File: src/rtl/alu_pkg.sv
// Shared types for the bit-serial ALU sequencer: opcode and sequencer state
// encodings, plus the opcode class helper used for carry handling.
package alu_pkg;

  typedef enum logic [2:0] {
    ALU_NOT  = 3'b000,
    ALU_AND  = 3'b001,
    ALU_XOR  = 3'b010,
    ALU_OR   = 3'b011,
    ALU_ADD  = 3'b100,
    ALU_SUB  = 3'b101,
    ALU_RSV6 = 3'b110,
    ALU_RSV7 = 3'b111
  } alu_op_t;

  typedef enum logic [1:0] {
    IDLE = 2'd0,
    RUN  = 2'd1,
    DONE = 2'd2
  } seq_state_t;

  localparam alu_op_t OP_ADD = ALU_ADD;
  localparam alu_op_t OP_SUB = ALU_SUB;

  // Only ADD and SUB propagate a carry between bit positions.
  function automatic logic is_arith(input logic [2:0] op);
    return (op == OP_ADD) || (op == OP_SUB);
  endfunction

endpackage

File: src/rtl/alu_bit_slice.sv
// Combinational 1-bit ALU slice: logic ops and a full adder.
// Reserved opcodes produce r=0, cout=0.
module alu_bit_slice
  import alu_pkg::*;
(
  input  logic       a,
  input  logic       b,
  input  logic       cin,
  input  logic [2:0] op,
  output logic       r,
  output logic       cout
);

  always_comb begin
    r    = 1'b0;
    cout = 1'b0;
    case (op)
      ALU_NOT: r = ~a;
      ALU_AND: r = a & b;
      ALU_XOR: r = a ^ b;
      ALU_OR:  r = a | b;
      ALU_ADD, ALU_SUB: begin
        r    = a ^ b ^ cin;
        cout = (a & b) | (cin & (a ^ b));
      end
      default: begin
        r    = 1'b0;
        cout = 1'b0;
      end
    endcase
  end

endmodule

File: src/rtl/alu_serial_seq.sv
// Bit-serial ALU sequencer: accepts a WIDTH-bit request, runs it through one
// 1-bit slice LSB first over WIDTH cycles, then holds the result until taken.
//
// Handshakes: a transfer happens on a rising edge where valid && ready are both
// high. in_ready is high only in IDLE; out_valid is high only in DONE and the
// result stays stable until out_ready is seen.
module alu_serial_seq
  import alu_pkg::*;
#(
  parameter int WIDTH = 4
) (
  input  logic             clk,
  input  logic             rst_n,
  input  logic             in_valid,
  output logic             in_ready,
  input  logic [WIDTH-1:0] a,
  input  logic [WIDTH-1:0] b,
  input  logic             cin,
  input  logic [2:0]       op,
  output logic             out_valid,
  input  logic             out_ready,
  output logic [WIDTH-1:0] result,
  output logic             cout,
  output logic             zero,
  output logic             busy,
  output logic [1:0]       dbg_state
);

  localparam int IW = $clog2(WIDTH);

  seq_state_t       r_state;
  seq_state_t       w_next_state;
  logic [WIDTH-1:0] r_a;
  logic [WIDTH-1:0] r_b;
  logic [2:0]       r_op;
  logic             r_carry;
  logic [IW-1:0]    r_idx;
  logic [WIDTH-1:0] r_acc;
  logic [WIDTH-1:0] r_result;
  logic             r_cout;
  logic             r_zero;

  logic             w_accept;
  logic             w_last;
  logic             w_bit_b;
  logic             w_slice_r;
  logic             w_slice_cout;
  logic             w_carry_next;
  logic [WIDTH-1:0] w_final;

  assign w_accept     = in_valid && (r_state == IDLE);
  assign w_last       = (r_idx == IW'(WIDTH - 1));
  assign w_bit_b      = (r_op == OP_SUB) ? ~r_b[0] : r_b[0];
  assign w_carry_next = is_arith(r_op) ? w_slice_cout : 1'b0;
  // Result bits shift in from the top so bit idx lands at position idx after
  // the last RUN cycle.
  assign w_final      = {w_slice_r, r_acc[WIDTH-1:1]};

  alu_bit_slice u_slice (
    .a    (r_a[0]),
    .b    (w_bit_b),
    .cin  (r_carry),
    .op   (r_op),
    .r    (w_slice_r),
    .cout (w_slice_cout)
  );

  always_ff @(posedge clk or negedge rst_n) begin
    if (!rst_n) r_state <= IDLE;
    else        r_state <= w_next_state;
  end

  always_comb begin
    w_next_state = r_state;
    in_ready     = 1'b0;
    out_valid    = 1'b0;
    busy         = 1'b1;
    case (r_state)
      IDLE: begin
        in_ready = 1'b1;
        busy     = 1'b0;
        if (in_valid) w_next_state = RUN;
      end
      RUN: begin
        if (w_last) w_next_state = DONE;
      end
      DONE: begin
        out_valid = 1'b1;
        if (out_ready) w_next_state = IDLE;
      end
      default: w_next_state = IDLE;
    endcase
  end

  always_ff @(posedge clk or negedge rst_n) begin
    if (!rst_n) begin
      r_a      <= '0;
      r_b      <= '0;
      r_op     <= '0;
      r_carry  <= 1'b0;
      r_idx    <= '0;
      r_acc    <= '0;
      r_result <= '0;
      r_cout   <= 1'b0;
      r_zero   <= 1'b0;
    end else if (w_accept) begin
      r_a     <= a;
      r_b     <= b;
      r_op    <= op;
      r_carry <= (op == OP_ADD) ? cin : (op == OP_SUB);
      r_idx   <= '0;
    end else if (r_state == RUN) begin
      r_a     <= r_a >> 1;
      r_b     <= r_b >> 1;
      r_acc   <= w_final;
      r_carry <= w_carry_next;
      r_idx   <= r_idx + IW'(1);
      if (w_last) begin
        r_result <= w_final;
        r_cout   <= w_carry_next;
        r_zero   <= (w_final == '0);
      end
    end
  end

  assign result    = r_result;
  assign cout      = r_cout;
  assign zero      = r_zero;
  assign dbg_state = r_state;

endmodule

File: config.mk
export PLATFORM = sky130hd
export DESIGN_NAME = alu_serial_seq
export DESIGN_NICKNAME = d
export VERILOG_FILES = /design/src/rtl/alu_pkg.sv /design/src/rtl/alu_bit_slice.sv /design/src/rtl/alu_serial_seq.sv
export SDC_FILE = /design/constraint.sdc
export NUM_CORES = 1
export LEC_CHECK = 0
export CAP_MARGIN = 10
export CORE_UTILIZATION = 39
export DETAILED_ROUTE_END_ITERATION = 8
export GPL_TIMING_DRIVEN = 0
export HOLD_SLACK_MARGIN = 0.03
export PLACE_DENSITY = 0.68
export SYNTH_ARGS = -nofsm -noshare
export SYNTH_HDL_FRONTEND = slang
export SYNTH_SLANG_ARGS = --single-unit
File: constraint.sdc
create_clock -name clk -period 2.6 [get_ports clk]
set_clock_uncertainty 0.05 [all_clocks]
set_input_delay 0.39 -clock clk [delete_from_list [all_inputs] [get_ports clk]]
set_output_delay 0.39 -clock clk [all_outputs]
set_load 0.1 [all_outputs]
### Word level (Yosys, flattened, before mapping)

Index checks and enable logic that the tools add are counted.

| cells by class | value |
|---|---|
| $add $sub $neg | 1 |
| equality and inequality tests | 13 |
| multiplexer cells | 20 |
| bitwise operators | 9 |
| reductions and logical operators | 10 |

Operators with widths:

| kind | count |
|---|---|
| 4-bit 2-to-1 mux | 4 |
| 3-bit == test, second input constant | 4 |
| 2-bit 2-to-1 mux | 5 |
| 1-bit 2-to-1 mux | 9 |
| 3-bit by 2-bit == test with 1-bit output, second input constant | 2 |
| 2-bit != test, second input constant | 3 |
| 2-bit one-hot mux with 3 select lines | 1 |
| 3-bit AND reduction | 2 |
| 1-bit one-hot mux with 5 select lines | 1 |
| 2-bit == test, second input constant | 2 |
| 4-bit zero test | 1 |
| 3-bit by 1-bit == test with 1-bit output, second input constant | 1 |
| 3-bit zero test | 1 |
| 1-bit NOT | 3 |
| 2-bit by 1-bit adder with 2-bit output, second input constant | 1 |
| 1-bit bitwise AND | 2 |
| 2-bit by 1-bit == test with 1-bit output, second input constant | 1 |
| 2-bit zero test | 1 |
| 1-bit OR | 2 |
| 2-bit AND reduction | 1 |
| 2-bit nonzero test | 1 |
| 2-bit OR reduction | 1 |
| 1-bit XOR | 2 |
| 1-bit logical AND | 1 |
| 1-bit logical OR | 1 |

| storage, ports and cells | value |
|---|---|
| bits in registers | 26 |
| input bits | 16 |
| output and inout port bits | 11 |
| logic and storage cells | 63 |

### Depth between registers and ports, before layout

Gate-level depths: netlist (run 1).

| depth | value |
|---|---|
| depth in word-level cells | 9 |
| gate-level depth with buffers | 8 |
| gate-level depth less buffers | 8 |

### By module

Synthesis (run 1) repeated with hierarchy kept, for this count alone.

| second synthesis, totals | value |
|---|---|
| cell total of the unflattened synthesis | 114 |
| area total of the unflattened synthesis | 1181.1 µm² |

Modules (own cells, without submodules):

| module | times used | cells an instance | area each (µm²) | sequential area each (µm²) |
|---|---|---|---|---|
| alu_serial_seq | 1 | 100 | 1076.0 | 625.6 |
| alu_bit_slice | 1 | 14 | 105.1 | 0.0 |

### Worst setup path after synthesis (run 1)

Ideal clock, no wire load.

| timing | value |
|---|---|
| kind | flip-flop to flip-flop |
| start point | register r_state[0] (netlist: dbg_state[0]) |
| end point | register r_op[0] |
| data arrival time | 2.345 ns |
| setup slack | 0.080 ns |
| cell stages (with the launch flop) | 6 |
| buffers on the path | 1 |
| path through | dfrtp_1 -> or2_4 -> inv_2 -> and2_1 -> buf_6 -> mux2_4 |

| on the way | value |
|---|---|
| longest elaborated chain between the ends | 2 |

Ends and longest elaborated chain:

| what | line | RTL |
|---|---|---|
| start, declared | alu_serial_seq.sv:31 | `seq_state_t r_state;` |
| start signal, assigned | alu_serial_seq.sv:70 | `else r_state <= w_next_state;` |
| 2-bit zero test | alu_serial_seq.sv:51 | `assign w_accept = in_valid && (r_state == IDLE);` |
| 1-bit logical AND | alu_serial_seq.sv:51 |  |
| end signal, assigned | alu_serial_seq.sv:109 | `r_op <= op;` |
| end, declared | alu_serial_seq.sv:35 | `logic [2:0] r_op;` |

Every way passes these cells.
A chain may end at the register's enable or synchronous reset.

### Final worst setup path (run 1)

| timing | value |
|---|---|
| start point | register r_state[0] (netlist: dbg_state[0]) |
| end point | output port out_valid |

| on the way | value |
|---|---|
| longest elaborated chain between the ends | 2 |

Ends and longest elaborated chain:

| what | line | RTL |
|---|---|---|
| 2-bit == test | alu_serial_seq.sv:78 | `case (r_state)` |
| 1-bit 2-to-1 mux | alu_serial_seq.sv:78 |  |
| end, declared | alu_serial_seq.sv:20 | `output logic out_valid,` |

Every way passes these cells.

==> impl_metrics.toml, run 1 <==
[detailed_routing]
wl_met3_um = 76
routed-via-count = 902
drc = 1
avgViaCountPerCell = 5.21
wl_per_cell_um = 12.9
drtIter0Drc = 14
wl_mm = 2.24
ant_nets = 0
met2_length_mm = 1.11
top_layer = "met4"
first_pass_iters = 6
drt-met1-wl_mm = 1.04

[grt]
antenna_found_initial = 0
grt_pass1_wl_mm = 3.84
grt_max_degree = 26
overflow = 0
grt_usage = 0.153
grt_pass1_vias = 887

[placement]
io_buffers = 26
gp_congestion = 0.724
place_hpwl_mm = 1.66

[floorplan]
io-pin-count = 27
die_y_um = 57.3
start_util = 0.421
fp-row-count = 19
die_x_um = 57.3
fp.dieArea_mm2 = 0.00328
core-area_mm2 = 0.00283

[sta]
worst_pin_slew_ps = 993
fmax_mhz = 405
setup_viol_count_final = 0
tns_ps = 0
fin_crit_sh = 0.949
slew_viol_final = 0
rsz0062_at_grt = "false"
relSlewSlack = 0.336
final-hold-violation-count = 0
period_needed_ps = 2470

[outcome]
violations = "DRC"
status = "finished, violations left"

[yosys]
post-synth-top-area-fraction = 0.525
synth_cell_types = 33
syn_inst = 111
synth_nets = 131
ys_warn_count = 0
ys_seq_area_frac = 0.525
synth-seq-cells = 25
synth.avg_cell_area_um2 = 10.7
yosys-top-cells-area = "dfrtp_1 52%, nand2_1 4.7%, a22oi_1 4.4%, o21ai_0 3.8%, mux2_4 3.8%"
synth_largest_area_cell = "dfrtp_1"
syn_area_mm2 = 0.00119

[worst_setup_path]
endpoint = "out_valid"
slowest_stage = "dlygate4sd2_1"
r2r_cells = 7
cp_data_required_time_ps = 2160
worstSetupPathType = "reg2out"
cp-start-kind = "register"
cp_slowest_stage_delay_ps = 840
reg2reg_from = "r_op[1]"
path_max_fanout = 10
r2r_slack_ps = 490
arrival_ps = 2030
crit_chain = "buf_2 > nand2b_1 > inv_1 > dlygate4sd2_1"
cp-end-kind = "primary output"
reg2reg_to = "zero"
cp-startpoint = "dbg_state[0]"

[clock_tree]
tritoncts = "yes"
root_buffer = "clkbuf_4"
cts_sinks = 25
clock_latency_ps = 320
cts_buffer_depth = 2
cts.clk_slew.worst_paths_ps = 140
numCtsBuffers = 3
cts_hold_buffers = 0
htree_levels = 1

[final_layout]
num_antenna_cells = 0
drive_gt1_frac = 0.113
final_common_cell = "dfrtp_1"
fin_nets = 163
most-common-layout-cells = "25 x dfrtp_1, 24 x clkdlybuf4s50_1, 15 x nand2_1"
syn2layout_area_growth_pct = 29.7

[min_path]
hold_path_class = "in2async"

[flow_run]
max_cap_viol_count = 0
per-stage QoR:
| step | setup slack [ps] | hold slack (ps) | instances | instance area (µm²) | utilization |
|---|---|---|---|---|---|
| 6_report | 134 | 311 | 173 | 1550 | 0.547 |
| 5_1_grt | 22.3 | 318 | 173 | 1550 | 0.547 |
| 4_1_cts | 122 | 454 | 172 | 1520 | 0.537 |
| 3_5_place_dp | 221 | 423 | 168 | 1490 | 0.527 |
| 3_3_place_gp | 234 | 414 | 168 | 1490 | 0.527 |
| 2_1_floorplan | 79.5 | 44.4 | 111 | 1190 | - |
area by class of cell:
type	count	area [µm²]
timing repair buffer	27	285
clock inverter	1	7.51
inverter	8	30.0
fill	276	1280
sequential	25	626
clock buffer	3	22.5
multi-input combinational	73	504
buffer	5	32.5
tap	31	38.8
metal layers:
layer  GRT usage  vias to the layer above
met5           0                        -
met4      0.0523                        0
met3      0.0204                        2
met2       0.269                       19
met1       0.194                      439
li1            -                      442
cell usage after synthesis (all sizes together):
| cell | instances |
|---|---|
| dfrtp | 25 |
| nand2 | 16 |
| o21ai | 10 |
| inv | 8 |
| a22oi | 7 |
| mux2 | 6 |
| a21oi | 4 |
| buf | 4 |
| nor2b | 4 |
| a22o | 3 |
| ha | 3 |
| nand2b | 3 |
| nor2 | 3 |
| nor3 | 2 |
| or2 | 2 |
| a31oi | 1 |
| a32o | 1 |
| and2 | 1 |
| clkbuf | 1 |
| fa | 1 |
| mux2i | 1 |
| nand3b | 1 |
| o2111ai | 1 |
| o21bai | 1 |
| o31ai | 1 |
| xnor2 | 1 |
worst min-delay path by stage:
stage / from / to / slack (ps) / depth (start not counted)
2_1_floorplan: rst_n / cout / 40 / 0
3_3_place_gp: r_b[1] / r_b[1] / 410 / 2
3_5_place_dp: cout / cout / 420 / 2
4_1_cts: cout / cout / 450 / 2
5_1_grt: rst_n / r_a[3] / 320 / 1
6_report: rst_n / r_a[3] / 310 / 1
repair_timing:
action                     in CTS  in global routing
gates resized for setup         2                  0
hold endpoints to repair        0                  0
setup endpoints to repair       2                  0
setup buffers                   0                  0
worst max-delay path, delay by kind of cell (launching register included):
| kind | cells | cell delay (ps) |
|---|---|---|
| buffers and inverters | 3 | 1090 |
| flip-flops | 1 | 440 |
| AND/OR/NAND/NOR | 1 | 170 |
kinds of logic after synthesis:
logic type,share of synthesized area
buffers and inverters,0.0525
multiplexers,0.0745
XOR/XNOR,0.00735
AO/OA/AOI/OAI,0.162
adder cells (fa/ha/maj),0.0483
flip-flops,0.525
AND/OR/NAND/NOR,0.131
flip-flops by register name, summed over array words and instances (netlist names), 2 cells and up:
signal     count
dbg_state      2
r_op           3
r_acc          3
r_b            4
r_idx          2
r_a            4
result         4
Power of run 1 is not shown: default switching activity piles up to over one toggle a cycle in this logic, so the estimate is an artifact.
==> run 2, diff against run 1 <==
--- a/config.mk
+++ b/config.mk
@@ -11,6 +11,7 @@
 export GPL_TIMING_DRIVEN = 0
 export HOLD_SLACK_MARGIN = 0.03
 export PLACE_DENSITY = 0.68
+export SKIP_LAST_GASP = 1
 export SYNTH_ARGS = -nofsm -noshare
 export SYNTH_HDL_FRONTEND = slang
 export SYNTH_SLANG_ARGS = --single-unit
==> results of run 2 <==
Same layout as run 1: the final DEF is identical, and so are final timing and power.
Power of run 2 is left out for the same reason.
==> run 3, diff against run 2 <==
--- a/config.mk
+++ b/config.mk
@@ -12,6 +12,7 @@
 export HOLD_SLACK_MARGIN = 0.03
 export PLACE_DENSITY = 0.68
 export SKIP_LAST_GASP = 1
+export SLEW_MARGIN = 40
 export SYNTH_ARGS = -nofsm -noshare
 export SYNTH_HDL_FRONTEND = slang
 export SYNTH_SLANG_ARGS = --single-unit
==> run 3 against run 2 <==
The run still ends with DRC left. Clock-buffer cell count is 1 higher. Register-to-register slack hardly changed. Largest cell class unchanged. Critical endpoint is now zero. Global-route usage is 0.80 points lower.
==> impl_metrics.toml, run 3 (synthesis results as in run 1) <==
[grt]
grt_max_degree = 26
antenna_found_initial = 0
grt_pass1_vias = 878
overflow = 0
grt_usage = 0.145
grt_pass1_wl_mm = 3.72

[worst_setup_path]
worstSetupPathType = "reg2reg"
reg2reg_to = "zero"
cp_data_required_time_ps = 2770
cp-end-kind = "register"
r2r_slack_ps = 500
r2r_cells = 7
reg2reg_from = "r_op[1]"
slowest_stage = "dfrtp_1"
arrival_ps = 2260
path_max_fanout = 5
cp-start-kind = "register"
crit_chain = "nand3b_1 > xnor2_1 > inv_1 > fa_1 > or2_1 > nor2b_1 > a32o_1"
cp_slowest_stage_delay_ps = 440
endpoint = "zero"
cp-startpoint = "r_op[1]"

[clock_tree]
cts_buffer_depth = 2
cts.clk_slew.worst_paths_ps = 130
root_buffer = "clkbuf_4"
numCtsBuffers = 3
tritoncts = "yes"
clock_latency_ps = 310
htree_levels = 1
cts_sinks = 25
cts_setup_buffers = 0

[detailed_routing]
wl_mm = 2.13
drtIter0Drc = 14
avgViaCountPerCell = 5.24
drc = 2
routed-via-count = 907
wl_per_cell_um = 12.3
first_pass_iters = 6
ant_nets = 0

[placement]
gp_congestion = 0.724
place_hpwl_mm = 1.62
io_buffers = 26
placement.cell_area_mm2 = 0.00143

[final_layout]
fin_nets = 163
drive_gt1_frac = 0.183
design_area_mm2 = 0.00147
most-common-layout-cells = "25 x dfrtp_1, 15 x nand2_1, 14 x buf_2, 14 x clkdlybuf4s50_1, 9 x o21ai_0"
syn2layout_area_growth_pct = 23.1
num_antenna_cells = 0
n_fill_cell = 278
utilization = 0.519
final_common_cell = "dfrtp_1"

[sta]
setup_viol_count_final = 0
slew_viol_final = 0
tns_ps = 0
rsz0062_at_grt = "false"
final-hold-violation-count = 0
period_needed_ps = 2100
fin_crit_sh = 0.807
worst_pin_slew_ps = 542
whs_ps = 441
relSlewSlack = 0.639
fmax_mhz = 477

[outcome]
violations = "DRC"
status = "finished, violations left"

[floorplan]
core-area_mm2 = 0.00283
die_x_um = 57.3
start_util = 0.421
fp-row-count = 19
fp.dieArea_mm2 = 0.00328
io-pin-count = 27
die_y_um = 57.3

[min_path]
hold_path_class = "reg2reg"

[flow_run]
max_cap_viol_count = 0
-- run 3: final cells by class --
| cell class | count | area [µm²] | area share |
|---|---|---|---|
| inverters | 8 | 30.0 | 0.0205 |
| plain buffers | 5 | 32.5 | 0.0222 |
| clock buffers | 4 | 26.3 | 0.0179 |
| flip-flops and latches | 25 | 626 | 0.426 |
| multi-input cells | 73 | 504 | 0.344 |
| repair buffers | 27 | 210 | 0.143 |
| well taps | 31 | 38.8 | 0.0264 |
-- run 3: metrics by stage --
step                std cells  setup slack, ps
floorplan                 111             79.5
global placement          168              234
detailed placement        168              513
CTS                       173              490
global route              173              376
finish                    173              502
-- run 3: worst min path at each step --
stage	startpoint	end	cells after the start
after floorplan	rst_n	cout	0
after global placement	r_b[1]	r_b[1]	2
after detailed placement	rst_n	result[2]	1
after CTS	cout	cout	2
after global routing	result[1]	result[1]	1
final	cout	cout	2
-- run 3: repair_timing --
action / CTS / global route
hold endpoints to repair: 25 / 0
resized for setup: 0 / 0
hold buffers: 1 / 0
-- run 3: critical path: cells and delay by family, from the launching register on --
kind / cells / cell delay, ps
buffers and inverters: 1 / 100
XOR/XNOR: 1 / 190
AO/OA/AOI/OAI: 1 / 240
AND/OR/NAND/NOR: 3 / 570
adder cells (fa/ha/maj): 1 / 420
flip-flops: 1 / 440
-- run 3: metal layers --
layer,global-route usage,vias to the layer above,wire length [µm]
li1,-,446,-
met5,0,-,0
met2,0.257,23,1040
met4,0.0105,0,7
met1,0.179,436,971
met3,0.0499,2,109
Power of run 3 is left out for the same reason.
==> edit 1, RTL diff (settings of run 2) <==
Change the parameter `WIDTH` from 4 to 8.
--- a/src/rtl/alu_serial_seq.sv
+++ b/src/rtl/alu_serial_seq.sv
@@ -8,5 +8,5 @@
   import alu_pkg::*;
 #(
-  parameter int WIDTH = 4
+  parameter int WIDTH = 8
 ) (
   input  logic             clk,
Interface: changed (resized a, b and result); port bits go from 27 to 39. The function was not compared with the original's and may differ.
==> edit 1 against run 2 <==
  * The flow still finishes with violations (design-rule violations)
  * Area after synthesis grew 56%
  * Setup slack lost 0.042 ns
  * Core utilization decreased by 0.11 points
  * First-iteration DRC count grew to 5.4 times the old value
  * Final area is 58% higher
  * Sequential cell count up 17
  * Wire length up 59%
==> edit 1: results (changes against run 2) <==
Initial antenna violation count - 0 (unchanged)
Crit path max fanout - 6 (was 10)
Ys Warns - 0 (unchanged)
Wire length per cell - 12.70 um (was 12.94 um)
First-pass GRT wire length - 6.203 mm (was 3.843 mm)
Slowest-stage cell, CP - clkdlybuf4s50_1 (was dlygate4sd2_1)
Sequential-to-total area share from yosys stat - 56.34% (was 52.47%)
Latest clock arrival within the worst-skew pair - 0.31 ns
Layout net count - 256 (was 163)
Failing checks - design-rule violations (unchanged)
Asr flop ratio synth - 100.0% (unchanged)
Max stage delay on crit path - 1.13 ns (was 0.84 ns)
FF-to-FF setup slack - 0.48 ns
Dpl cell area - 2341 sq um (was 1491 sq um)
Syn_nets - 209 (was 131)
Min Hold Slack - 0.4335 ns (was 0.3113 ns)
Peak VDD IR - 545.3 uV
Hpwl dp - 2.643 mm (was 1.663 mm)
IO buf count - 38 (was 26)
DR pass1 iterations - 8 (was 6)
Library cells used by synthesis - 29 (was 33)
Placer congestion estimate - 0.7346 (was 0.7236)
Total CTS buffers - 5 (was 3)
DRC viols - 2 (was 1)
Placed insts - 271 (was 168)
Clk buf depth - 2 (unchanged)
Hold Startpoint - r_b[4]
Clk slew on worst S/H paths - 0.08 ns (was 0.14 ns)
FF-to-FF path depth - 9 (was 7)
Hold EP - r_b[4]
Synth top cells by count - 59 x nand2_1, 42 x dfrtp_1, 14 x a22oi_1 (was 25 x dfrtp_1, 15 x nand2_1, 9 x o21ai_0)
Total number of vias - 1,394 (was 902)
Lkg Pwr - 0.001172 uW
Largest net degree at the start of global routing - 25 (was 26)
Final WL - 3.555 mm (was 2.238 mm)
Post-Syn Area per Cell - 10.36 sq um (was 10.74 sq um)
Starting DRC count in detailed routing - 75 (was 14)
Fraction of layout cells with a size suffix above 1 - 13.60% (was 11.27%)
H-tree depth - 2 (was 1)
Status - complete, but fails checks (unchanged)
Reg2reg end - r_carry (was zero)
Worst R2R Start - r_op[1] (unchanged)
GRT Resource Usage Total - 16.23% (was 15.30%)
Antenna Diode Count - 0 (unchanged)
Crit-path leading delay family - buffers and inverters (unchanged)
Root buf cell - clkbuf_8 (was clkbuf_4)
Slew @ Worst Pin - 0.9663 ns (was 0.9926 ns)
Area contributors post-synth - dfrtp_1 56%, nand2_1 12%, a22oi_1 5.6% (was dfrtp_1 52%, nand2_1 4.7%, a22oi_1 4.4%)
Worst hold path class - reg2reg (was in2async)
Endpoints failing hold - 0 (unchanged)
Hold path depth - 2
Post-CTS Repair Setup Buffers - 0 (unchanged)
-- edit 1: changes by cell type after synthesis, moves of 4 or more --
cell / before / now
nand2_1: 15 / 59
a22oi_1: 7 / 14
buf_2: 2 / 6
dfrtp_1: 25 / 42
mux2_2: 0 / 5
-- edit 1: area by class of cell --
type,count,area [sq um]
fill,421,2033
clock buffer,7,86.33
inverter,7,26.28
tap,52,65.06
buffer,9,52.55
timing repair buffer,40,411.6
sequential,42,1051
multi-input combinational,122,743.2
clock inverter,1,5.005
-- edit 1: repair_timing --
| item | in CTS | in global routing |
|---|---|---|
| resized for setup | 1 | 0 |
| setup endpoints to repair | 1 | 0 |
| hold buffers | 1 | 0 |
| endpoints found under the hold margin | 18 | 0 |
-- edit 1: cell families after synthesis --
kind of cell	count (synthesis)	share of synthesized area (%)
compound gates	33	11.67
xor+xnor	1	0.4696
fa+ha+maj	5	3.756
buf+inv	16	4.226
flops	42	56.34
mux	9	6.237
simple gates	74	17.30
-- edit 1: worst max path at each step --
stage                 to  cells past startpoint          from
6_report        in_ready                      2  dbg_state[1]
5_1_grt         in_ready                      2  dbg_state[1]
4_1_cts         in_ready                      2  dbg_state[1]
3_5_place_dp   out_valid                      3  dbg_state[0]
3_3_place_gp      r_a[5]                      1         rst_n
2_1_floorplan       busy                      2  dbg_state[1]
-- edit 1: layer usage --
metal  up-vias  GRT usage, %  part of all wire, %
met2        30         24.76                   48
li1        696             -                    -
met1       660         21.44                   46
met3         8         3.419                  3.7
met4         0         9.333                  2.6
met5         -             0                    0
-- edit 1: stage by stage --
step,util [%],setup WS [ns]
2_1_floorplan,-,0.08622
3_3_place_gp,51.82,0.001343
3_5_place_dp,52.32,0.3199
4_1_cts,54.56,0.07544
5_1_grt,54.56,0.02965
6_report,54.56,0.09122
-- edit 1: worst reg2reg max path, stage by stage (launching register included) --
cell and delay (ns):
dfrtp_1 0.39, inv_1 0.10, nand3_1 0.09, xnor2_1 0.19
inv_1 0.11, fa_1 0.37, or3b_2 0.47, nor2_1 0.10
a21oi_1 0.04, o21ai_0 0.14
-- edit 1: where the power goes --
| group | leakage [uW] | switching [uW] | internal, uW |
|---|---|---|---|
| Clock | 0.0000482 | 224 | 214 |
| Sequential | 0.000536 | 207 | 937 |
| Combinational | 0.000588 | 1150 | 557 |
| Total | 0.00117 | 1580 | 1710 |
==> edit 2, RTL diff (config.mk and constraints of run 2) <==
Without the edit above. Reset style: synchronous (`rst_n`), changed in 2 clocked blocks.
--- a/src/rtl/alu_serial_seq.sv
+++ b/src/rtl/alu_serial_seq.sv
@@ -66,5 +66,5 @@
   );
 
-  always_ff @(posedge clk or negedge rst_n) begin
+  always_ff @(posedge clk) begin
     if (!rst_n) r_state <= IDLE;
     else        r_state <= w_next_state;
@@ -93,5 +93,5 @@
   end
 
-  always_ff @(posedge clk or negedge rst_n) begin
+  always_ff @(posedge clk) begin
     if (!rst_n) begin
       r_a      <= '0;
Behaviour: differs if rst_n is asserted again (counterexample within 4 cycles, from zero or initial values and one cycle with rst_n low); with rst_n held inactive, the same outputs for 10 cycles.
==> edit 2 against run 2 <==
  * Wire length grew 9.1%
  * Area after synthesis up 2.5%
  * Sequential cell count did not move
  * Count of clock-buffer cells in the layout stayed put
  * Setup slack improved by 0.081 ns
  * Final area increased by 0.81%
==> edit 2: results (changes against run 2) <==
Starting DRC count in detailed routing - 22 (was 14)
Fraction of layout cells with a size suffix above 1 - 10.00% (was 11.27%)
Worst hold path class - reg2reg (was in2async)
Hpwl dp - 1.918 mm (was 1.663 mm)
GRT Resource Usage Total - 16.25% (was 15.30%)
Met1 Usage GRT - 20.00% (was 19.41%)
Setup WS pre-CTS - 0.02551 ns (was 0.2207 ns)
GRT met2 Usage - 28.24% (was 26.89%)
Top_reg_cell synth - dfxtp_1 (was dfrtp_1)
Worst Setup SP - dbg_state[1] (was dbg_state[0])
Area contributors post-synth - dfxtp_1 41%, nor2b_1 5.6%, o221a_2 5.5% (was dfrtp_1 52%, nand2_1 4.7%, a22oi_1 4.4%)
Worst R2R Start - r_op[1] (unchanged)
DR pass1 iterations - 4 (was 6)
Met3 usage - 2.232% (was 2.041%)
Min Hold Slack - 0.4125 ns (was 0.3113 ns)
CP endpoint - dbg_state[1] (was out_valid)
Lkg Pwr - 0.0005943 uW
Post-Syn Area per Cell - 8.732 sq um (was 10.74 sq um)
FF-to-FF setup slack - 0.71 ns (was 0.49 ns)
Vias in the first global route - 1,011 (was 887)
Dpl cell area - 1529 sq um (was 1491 sq um)
Placer congestion estimate - 0.7805 (was 0.7236)
Slew headroom - 34.67% (was 33.62%)
Syn_nets - 160 (was 131)
Sequential-to-total area share from yosys stat - 40.94% (was 52.47%)
Crit path max fanout - 5 (was 10)
Met1 Wirelength - 1.180 mm (was 1.036 mm)
First-pass GRT wire length - 4.236 mm (was 3.843 mm)
Ys Warns - 0 (unchanged)
Status - finished clean (was complete, but fails checks)
Library cells used by synthesis - 31 (was 33)
Metal2 WL - 1.173 mm (was 1.106 mm)
Max-Cap Viols - 0 (unchanged)
Layout filler cell count - 287 (was 276)
Clock net power - 174 uW
Total number of vias - 1,032 (was 902)
Cell Count, Final, Fillers Out - 201 (was 173)
Max stage delay on crit path - 1.18 ns (was 0.84 ns)
Layout net count - 191 (was 163)
Slowest-stage cell, CP - clkdlybuf4s50_1 (was dlygate4sd2_1)
Crit path DAT - 1.94 ns (was 2.03 ns)
Setup slack after layout - 0.2151 ns (was 0.1337 ns)
Final Instance Area - 1559 sq um (was 1546 sq um)
==> edit 2: logic make-up (layout without fill, tap and decap cells) <==
| logic type | Yosys count | count (layout) | share of synthesized area (%) |
|---|---|---|---|
| and+or+nand+nor | 55 | 55 | 23.95 |
| AOI/OAI and AO/OA | 34 | 34 | 19.96 |
| DFF | 25 | 25 | 40.94 |
| buffers and inverters | 16 | 46 | 5.732 |
| adders and majority gates | 4 | 4 | 4.709 |
| muxes | 4 | 4 | 3.275 |
| xor gates and xnor gates | 2 | 2 | 1.433 |
==> edit 2: cell type report <==
class	count	area share (%)
Multi-Input combinational cell	99	42.30
Tap cell	31	2.488
Sequential cell	25	32.10
Timing Repair Buffer	26	16.85
Buffer	8	2.568
Clock inverter	1	0.3210
Inverter	8	1.926
Clock buffer	3	1.445
==> edit 2: what timing repair did <==
item                                    in CTS  in global routing
hold endpoints to repair                     0                  0
hold buffers                                 0                  0
setup buffers                                0                  0
endpoints found under the setup margin       2                  1
gates resized for setup                      4                  1
